File: src/rtl/control_unit_seq_pkg.sv
// Shared RV32IM control definitions: opcodes, ALU op codes, writeback and ALU-A select codes,
// the control word layout and the sequencer state type.
package control_unit_seq_pkg;

   localparam logic [6:0] OPC_LUI    = 7'b0110111;
   localparam logic [6:0] OPC_AUIPC  = 7'b0010111;
   localparam logic [6:0] OPC_JAL    = 7'b1101111;
   localparam logic [6:0] OPC_JALR   = 7'b1100111;
   localparam logic [6:0] OPC_BRANCH = 7'b1100011;
   localparam logic [6:0] OPC_LOAD   = 7'b0000011;
   localparam logic [6:0] OPC_STORE  = 7'b0100011;
   localparam logic [6:0] OPC_IMM    = 7'b0010011;
   localparam logic [6:0] OPC_OP     = 7'b0110011;

   localparam logic [4:0] ALU_ADD    = 5'd0;
   localparam logic [4:0] ALU_SUB    = 5'd1;
   localparam logic [4:0] ALU_SLL    = 5'd2;
   localparam logic [4:0] ALU_SLT    = 5'd3;
   localparam logic [4:0] ALU_SLTU   = 5'd4;
   localparam logic [4:0] ALU_XOR    = 5'd5;
   localparam logic [4:0] ALU_SRL    = 5'd6;
   localparam logic [4:0] ALU_SRA    = 5'd7;
   localparam logic [4:0] ALU_OR     = 5'd8;
   localparam logic [4:0] ALU_AND    = 5'd9;
   localparam logic [4:0] ALU_MUL    = 5'd10;
   localparam logic [4:0] ALU_MULH   = 5'd11;
   localparam logic [4:0] ALU_MULHSU = 5'd12;
   localparam logic [4:0] ALU_MULHU  = 5'd13;
   localparam logic [4:0] ALU_DIV    = 5'd14;
   localparam logic [4:0] ALU_DIVU   = 5'd15;
   localparam logic [4:0] ALU_REM    = 5'd16;
   localparam logic [4:0] ALU_REMU   = 5'd17;

   localparam logic [1:0] WB_ALU = 2'b00;
   localparam logic [1:0] WB_MEM = 2'b01;
   localparam logic [1:0] WB_PC4 = 2'b10;

   localparam logic [1:0] A_RS1  = 2'b00;
   localparam logic [1:0] A_PC   = 2'b01;
   localparam logic [1:0] A_ZERO = 2'b10;

   typedef enum logic [1:0] {
      ST_IDLE,
      ST_MD_WAIT,
      ST_MD_DONE
   } state_t;

   typedef struct packed {
      logic       alu_src;
      logic [1:0] alu_a_sel;
      logic [4:0] alu_op;
      logic       mem_read;
      logic       mem_write;
      logic [2:0] mem_size;
      logic       reg_write;
      logic [1:0] mem_to_reg;
      logic       branch;
      logic       jump;
      logic       jalr;
   } ctrl_t;

   // alt selects SUB/SRA over ADD/SRL
   function automatic logic [4:0] base_alu_op(input logic [2:0] f3, input logic alt);
      logic [4:0] op;
      case (f3)
         3'b000:  op = alt ? ALU_SUB : ALU_ADD;
         3'b001:  op = ALU_SLL;
         3'b010:  op = ALU_SLT;
         3'b011:  op = ALU_SLTU;
         3'b100:  op = ALU_XOR;
         3'b101:  op = alt ? ALU_SRA : ALU_SRL;
         3'b110:  op = ALU_OR;
         default: op = ALU_AND;
      endcase
      return op;
   endfunction

   function automatic logic [4:0] md_alu_op(input logic [2:0] f3);
      logic [4:0] op;
      case (f3)
         3'b000:  op = ALU_MUL;
         3'b001:  op = ALU_MULH;
         3'b010:  op = ALU_MULHSU;
         3'b011:  op = ALU_MULHU;
         3'b100:  op = ALU_DIV;
         3'b101:  op = ALU_DIVU;
         3'b110:  op = ALU_REM;
         default: op = ALU_REMU;
      endcase
      return op;
   endfunction

endpackage

File: src/rtl/control_unit_seq_decoder.sv
// Combinational RV32IM decoder: opcode/funct fields to control word, M-op flag and illegal flag.
// Illegal encodings produce an all-zero control word so no enable can leak through.
module control_decoder
   import control_unit_seq_pkg::*;
#(
   parameter int HAS_M = 1
)(
   input  logic [6:0] opcode,
   input  logic [2:0] funct3,
   input  logic [6:0] funct7,
   output ctrl_t      ctrl,
   output logic       is_md,
   output logic       illegal
);

   ctrl_t word;
   logic  md;
   logic  bad;

   always_comb begin
      word = '0;
      md   = 1'b0;
      bad  = 1'b0;
      case (opcode)
         OPC_LUI: begin
            word.alu_a_sel = A_ZERO;
            word.alu_src   = 1'b1;
            word.alu_op    = ALU_ADD;
            word.reg_write = 1'b1;
         end
         OPC_AUIPC: begin
            word.alu_a_sel = A_PC;
            word.alu_src   = 1'b1;
            word.alu_op    = ALU_ADD;
            word.reg_write = 1'b1;
         end
         OPC_JAL: begin
            word.alu_a_sel  = A_PC;
            word.alu_src    = 1'b1;
            word.alu_op     = ALU_ADD;
            word.reg_write  = 1'b1;
            word.mem_to_reg = WB_PC4;
            word.jump       = 1'b1;
         end
         OPC_JALR: begin
            word.alu_a_sel  = A_RS1;
            word.alu_src    = 1'b1;
            word.alu_op     = ALU_ADD;
            word.reg_write  = 1'b1;
            word.mem_to_reg = WB_PC4;
            word.jalr       = 1'b1;
            bad             = (funct3 != 3'b000);
         end
         OPC_BRANCH: begin
            word.alu_op = ALU_SUB;
            word.branch = 1'b1;
            bad         = (funct3[2:1] == 2'b01);
         end
         OPC_LOAD: begin
            word.alu_src    = 1'b1;
            word.alu_op     = ALU_ADD;
            word.mem_read   = 1'b1;
            word.mem_size   = funct3;
            word.reg_write  = 1'b1;
            word.mem_to_reg = WB_MEM;
            bad             = (funct3 == 3'b011) || (funct3[2:1] == 2'b11);
         end
         OPC_STORE: begin
            word.alu_src   = 1'b1;
            word.alu_op    = ALU_ADD;
            word.mem_write = 1'b1;
            word.mem_size  = funct3;
            bad            = (funct3 > 3'b010);
         end
         OPC_IMM: begin
            word.alu_src   = 1'b1;
            word.reg_write = 1'b1;
            word.alu_op    = base_alu_op(funct3, (funct3 == 3'b101) && funct7[5]);
            // only the shift-immediates carry a funct7 field
            if (funct3 == 3'b001)
               bad = (funct7 != 7'h00);
            else if (funct3 == 3'b101)
               bad = (funct7 != 7'h00) && (funct7 != 7'h20);
         end
         OPC_OP: begin
            word.reg_write = 1'b1;
            case (funct7)
               7'h00: word.alu_op = base_alu_op(funct3, 1'b0);
               7'h20: begin
                  word.alu_op = base_alu_op(funct3, 1'b1);
                  bad         = (funct3 != 3'b000) && (funct3 != 3'b101);
               end
               7'h01: begin
                  if (HAS_M != 0) begin
                     md          = 1'b1;
                     word.alu_op = md_alu_op(funct3);
                  end else begin
                     bad = 1'b1;
                  end
               end
               default: bad = 1'b1;
            endcase
         end
         default: bad = 1'b1;
      endcase
      if (bad) begin
         word = '0;
         md   = 1'b0;
      end
   end

   assign ctrl    = word;
   assign is_md   = md;
   assign illegal = bad;

endmodule

File: src/rtl/control_unit_seq.sv
// RV32IM ID/EX control register with a multi-cycle sequencer that blocks issue while an
// iterative MUL/DIV/REM is in flight and presents its writeback once the latency expires.
module control_unit_seq
   import control_unit_seq_pkg::*;
#(
   parameter int HAS_M      = 1,
   parameter int MUL_CYCLES = 2,
   parameter int DIV_CYCLES = 34
)(
   input  logic       clk,
   input  logic       rst,
   input  logic       valid_i,
   input  logic [6:0] opcode_i,
   input  logic [2:0] funct3_i,
   input  logic [6:0] funct7_i,
   input  logic       stall_i,
   input  logic       flush_i,
   output logic       ready_o,
   output logic       valid_o,
   output logic       alu_src_o,
   output logic [1:0] alu_a_sel_o,
   output logic [4:0] alu_op_o,
   output logic       mem_read_o,
   output logic       mem_write_o,
   output logic [2:0] mem_size_o,
   output logic       reg_write_o,
   output logic [1:0] mem_to_reg_o,
   output logic       branch_o,
   output logic       jump_o,
   output logic       jalr_o,
   output logic       md_start_o,
   output logic       md_busy_o,
   output logic       illegal_o
);

   localparam int MAX_LAT = (MUL_CYCLES > DIV_CYCLES) ? MUL_CYCLES : DIV_CYCLES;
   localparam int CW      = $clog2(MAX_LAT + 1);
   localparam logic [CW-1:0] MUL_LOAD = CW'(MUL_CYCLES - 1);
   localparam logic [CW-1:0] DIV_LOAD = CW'(DIV_CYCLES - 1);

   state_t        state;
   logic [CW-1:0] count;
   ctrl_t         ctrl_reg;
   logic          valid_reg;
   logic          illegal_reg;
   logic          md_start_reg;
   logic          md_busy_reg;

   ctrl_t dec_ctrl;
   logic  dec_md;
   logic  dec_illegal;
   logic  accept;

   control_decoder #(.HAS_M(HAS_M)) u_decoder (
      .opcode  (opcode_i),
      .funct3  (funct3_i),
      .funct7  (funct7_i),
      .ctrl    (dec_ctrl),
      .is_md   (dec_md),
      .illegal (dec_illegal)
   );

   assign ready_o = (state != ST_MD_WAIT) & ~stall_i & ~flush_i;
   assign accept  = valid_i & ready_o;

   always_ff @(posedge clk or posedge rst) begin
      if (rst) begin
         state        <= ST_IDLE;
         count        <= '0;
         ctrl_reg     <= '0;
         valid_reg    <= 1'b0;
         illegal_reg  <= 1'b0;
         md_start_reg <= 1'b0;
         md_busy_reg  <= 1'b0;
      end else if (flush_i) begin
         state        <= ST_IDLE;
         count        <= '0;
         ctrl_reg     <= '0;
         valid_reg    <= 1'b0;
         illegal_reg  <= 1'b0;
         md_start_reg <= 1'b0;
         md_busy_reg  <= 1'b0;
      end else if (state == ST_MD_WAIT) begin
         // the mul/div unit runs regardless of downstream stall
         md_start_reg <= 1'b0;
         if (count == '0) begin
            state              <= ST_MD_DONE;
            valid_reg          <= 1'b1;
            md_busy_reg        <= 1'b0;
            ctrl_reg.reg_write <= 1'b1;
         end else begin
            count <= count - CW'(1);
         end
      end else if (!stall_i) begin
         if (accept) begin
            ctrl_reg     <= dec_ctrl;
            illegal_reg  <= dec_illegal;
            valid_reg    <= ~dec_md;
            md_start_reg <= dec_md;
            md_busy_reg  <= dec_md;
            if (dec_md) begin
               state              <= ST_MD_WAIT;
               count              <= funct3_i[2] ? DIV_LOAD : MUL_LOAD;
               ctrl_reg.reg_write <= 1'b0;
            end else begin
               state <= ST_IDLE;
               count <= '0;
            end
         end else begin
            state        <= ST_IDLE;
            count        <= '0;
            ctrl_reg     <= '0;
            valid_reg    <= 1'b0;
            illegal_reg  <= 1'b0;
            md_start_reg <= 1'b0;
            md_busy_reg  <= 1'b0;
         end
      end
   end

   assign valid_o      = valid_reg;
   assign illegal_o    = illegal_reg;
   assign md_start_o   = md_start_reg;
   assign md_busy_o    = md_busy_reg;
   assign alu_src_o    = ctrl_reg.alu_src;
   assign alu_a_sel_o  = ctrl_reg.alu_a_sel;
   assign alu_op_o     = ctrl_reg.alu_op;
   assign mem_read_o   = ctrl_reg.mem_read;
   assign mem_write_o  = ctrl_reg.mem_write;
   assign mem_size_o   = ctrl_reg.mem_size;
   assign reg_write_o  = ctrl_reg.reg_write;
   assign mem_to_reg_o = ctrl_reg.mem_to_reg;
   assign branch_o     = ctrl_reg.branch;
   assign jump_o       = ctrl_reg.jump;
   assign jalr_o       = ctrl_reg.jalr;

endmodule

File: config.mk
export PLATFORM = sky130hd
export DESIGN_NAME = control_unit_seq
export DESIGN_NICKNAME = d
export VERILOG_FILES = /design/src/rtl/control_unit_seq_pkg.sv /design/src/rtl/control_unit_seq_decoder.sv /design/src/rtl/control_unit_seq.sv
export SDC_FILE = /design/constraint.sdc
export NUM_CORES = 1
export LEC_CHECK = 0
export BUFFER_PORTS_ARGS = -buffer_cell sky130_fd_sc_hd__clkbuf_2
export CAP_MARGIN = 40
export CORE_MARGIN = 4
export CORE_UTILIZATION = 54
export DETAILED_ROUTE_END_ITERATION = 10
export GPL_TIMING_DRIVEN = 0
export PLACE_DENSITY = 0.78
export RECOVER_POWER = 50
export SYNTH_ARGS = -nofsm -noshare
export SYNTH_HDL_FRONTEND = slang
export SYNTH_SLANG_ARGS = --single-unit
File: constraint.sdc
create_clock -name clk -period 1.78 [get_ports clk]
set_input_delay 0.178 -clock clk [delete_from_list [all_inputs] [get_ports clk]]
set_output_delay 0.178 -clock clk [all_outputs]
set_load 0.01 [all_outputs]
==> out/results.txt <==
Post-synth top flop -> dfrtp_1
die width -> 69.3 µm
Post-Synthesis Cells -> 227
hold violation count in the final report -> 0
Slew Viols, Final -> 0
Pre-antenna DRT Iters -> 4
synthesized flop and latch total -> 29
Ports -> 46
most common cell after layout, fill and taps aside -> clkbuf_2
Critical Path AT -> 1980 ps
most frequent cells in the layout -> 40 x clkbuf_2, 34 x nand2_1, 29 x dfrtp_1, 20 x nor2_1, 11 x a21oi_1
HPWL after detailed placement -> 3.93 mm
critical path cell sequence -> and2b_2 -> nor4b_4 -> o21ai_1 -> nand4b_4 -> o41ai_2
core area -> 3630 µm²
Worst-Margin Slew -> 699 ps
crit path from -> state[1]
crit-path max cell delay -> 380 ps
Max Clock Freq -> 553 MHz
Ys Warns -> 0
Tcrit/Tclk final -> 102%
first-pass GRT wire length -> 9.36 mm
DR vias/cell -> 6.08
GR Overflow Total -> 0
Critical Path Stages -> 5
CTS max path bufs -> 2
asr flop ratio synth -> 100%
DP Worst Slack -> -149 ps
clock latency on the worst-skew pair -> 280 ps
final antenna-violating net count -> 0
Max Cap Viol -> 0
CP top delay family -> simple AND/OR/NAND/NOR gates
Reg2Reg Capture Point -> alu_a_sel_o[0]
TNS Setup -> -84.0 ps
class of the most critical setup path -> reg -> reg
Final Instance Area -> 2540 µm²
Setup WS post-layout -> -29.7 ps
vias -> 2037
DIE HEIGHT -> 69.3 µm
status -> complete, but fails checks
Syn Nets -> 251
CTS Buf Count -> 5
num rows -> 22
wirelength, routed -> 5.48 mm
final setup fails -> 6
pin count of the biggest net entering global routing -> 23
clk_skew -> 4.08 ps
crit start category -> register
violated checks -> negative setup slack
Peak VDD IR -> 259 µV
Buf+Inv Stages, Crit Path -> 0
drt wl/cell -> 16.4 µm
full die area -> 4800 µm²
Clock Sinks -> 29
CTS clk-pin slew, worst paths -> 70 ps
Hold Crit Class -> in -> reg
Tot GR Track Use -> 23.5%
Final Critical Period -> 1810 ps
CP Capture Type -> register
PD cells -> 601 nW/µm²
GP Congestion -> 0.854
CTS tree -> built
reg2reg setup slack -> -30 ps
# diodes -> 0
root buf cell -> clkbuf_8
worst setup path endpoint -> alu_a_sel_o[0]
post-synthesis sequential area ratio -> 35.8%
Port Buf Inserts -> 41
Residual DRC -> 0
number of synthesized flops with an enable pin -> 0
synthesized area -> 2030 µm²
DP Area -> 2320 µm²
Area Overhead vs Synth -> 25.0%
worst reg-to-reg path cell count -> 5
origin of the critical flop-to-flop path -> state[1]
H-Tree Depth -> 2
Leak -> 0.00115 µW
initial antenna violation count -> 0
vias in the first global route -> 1974
Yosys cell types -> 56
Crit path required time -> 1950 ps
DR iter-0 viols -> 158
Worst Path Max Fanout -> 5
Rel. slew slack -> 53.3%
critical path's slowest cell -> dfrtp_1
Post-Synthesis Mean Instance Area -> 8.93 µm²
RSZ-0062 raised after global routing -> true
Starting Density -> 55.8%
final net count -> 310
layout cells sized above 1 -> 35.5%
-- flip-flops by register name (all words and copies together), names as in the netlist --
signal / flops
branch_o: 1
reg_write_o: 1
mem_to_reg_o: 2
valid_o: 1
illegal_o: 1
jump_o: 1
md_start_o: 1
mem_write_o: 1
jalr_o: 1
state: 2
mem_size_o: 3
alu_op_o: 5
alu_a_sel_o: 2
count: 6
alu_src_o: 1
-- cell type report --
| class | instances | area, µm² |
|---|---|---|
| plain buffers | 15 | 120 |
| multi-input cells | 177 | 1230 |
| inverters | 7 | 26.3 |
| clock inverters | 1 | 5.00 |
| flip-flops and latches | 29 | 726 |
| repair buffers | 51 | 277 |
| fillers | 311 | 1100 |
| clock buffers | 7 | 96.3 |
| well taps | 48 | 60.1 |
-- worst register-to-register path: stages (launching register included) --
cell and delay (ps):
dfrtp_1 380, and2b_2 270, nor4b_4 290, o21ai_1 160
nand4b_4 260, o41ai_2 340
-- worst min-delay path by stage --
stage,slack (ps),startpoint,cells after the start,endpoint
after global placement,460,alu_op_o[0],2,alu_op_o[0]
after CTS,180,funct3_i[0],3,mem_size_o[0]
after detailed placement,150,rst,2,mem_size_o[2]
final,190,funct3_i[0],3,mem_size_o[0]
after global routing,200,funct3_i[0],3,mem_size_o[0]
after floorplan,260,rst,1,alu_a_sel_o[0]
-- power breakdown --
group / switching, µW / internal [µW] / total, µW / leakage, µW
logic: 151 / 94.5 / 246 / 0.000695
registers: 9.68 / 667 / 677 / 0.000402
clock network: 253 / 349 / 602 / 0.0000542
total: 414 / 1110 / 1530 / 0.00115
-- synth_stat cells (3+ instances only) --
library cell,number,area (µm²)
a2111oi_0,4,35.0
a21oi_1,11,55.1
and2b_1,3,22.5
and3_1,3,18.8
buf_2,4,20.0
buf_6,4,45.0
dfrtp_1,29,726
inv_1,7,26.3
nand2_1,34,128
nand2b_1,5,31.3
nand3_1,5,25.0
nand4_1,4,25.0
nand4b_1,3,26.3
nor2_1,21,78.8
nor3_1,8,40.0
nor4b_1,4,35.0
o21ai_0,11,55.1
o21ai_2,10,87.6
o31ai_1,9,67.6
xor2_1,3,26.3
-- stage by stage --
| stage | total power [µW] | cells | utilization [%] | hold slack (ps) |
|---|---|---|---|---|
| after floorplan | 839 | 227 | - | 256 |
| after global placement | 909 | 316 | 63.1 | 463 |
| after detailed placement | 922 | 317 | 63.9 | 150 |
| after CTS | 1530 | 333 | 68.6 | 184 |
| after global routing | 1590 | 335 | 69.8 | 196 |
| final | 1530 | 335 | 69.8 | 195 |
-- routing by layer --
| layer | up-vias | part of all wire, % | GRT usage [%] | wire [µm] |
|---|---|---|---|---|
| li1 | 964 | - | - | - |
| met1 | 976 | 44 | 30.1 | 2400 |
| met2 | 87 | 48 | 39.3 | 2620 |
| met3 | 10 | 6.7 | 4.49 | 367 |
| met4 | 0 | 1.8 | 8.68 | 97 |
| met5 | - | 0 | 0 | 0 |
-- repair_timing --
action,4_1_cts,5_1_grt
endpoints found under the setup margin,19,28
hold buffers,1,0
gates cloned,1,0
hold endpoints to repair,7,0
pin swaps,3,2
buffers inserted,6,2
gates resized for setup,2,13
-- cell families (layout without fill, tap and decap cells) --
logic type,after synthesis,in the layout,share of synthesized area [%]
buffers and inverters,22,81,7.40
XOR/XNOR,4,4,1.73
AO/OA/AOI/OAI,65,65,24.2
AND/OR/NAND/NOR,105,106,29.6
adder cells (fa/ha/maj),2,2,1.23
flip-flops,29,29,35.8
Power figures use the tool's default switching activity.
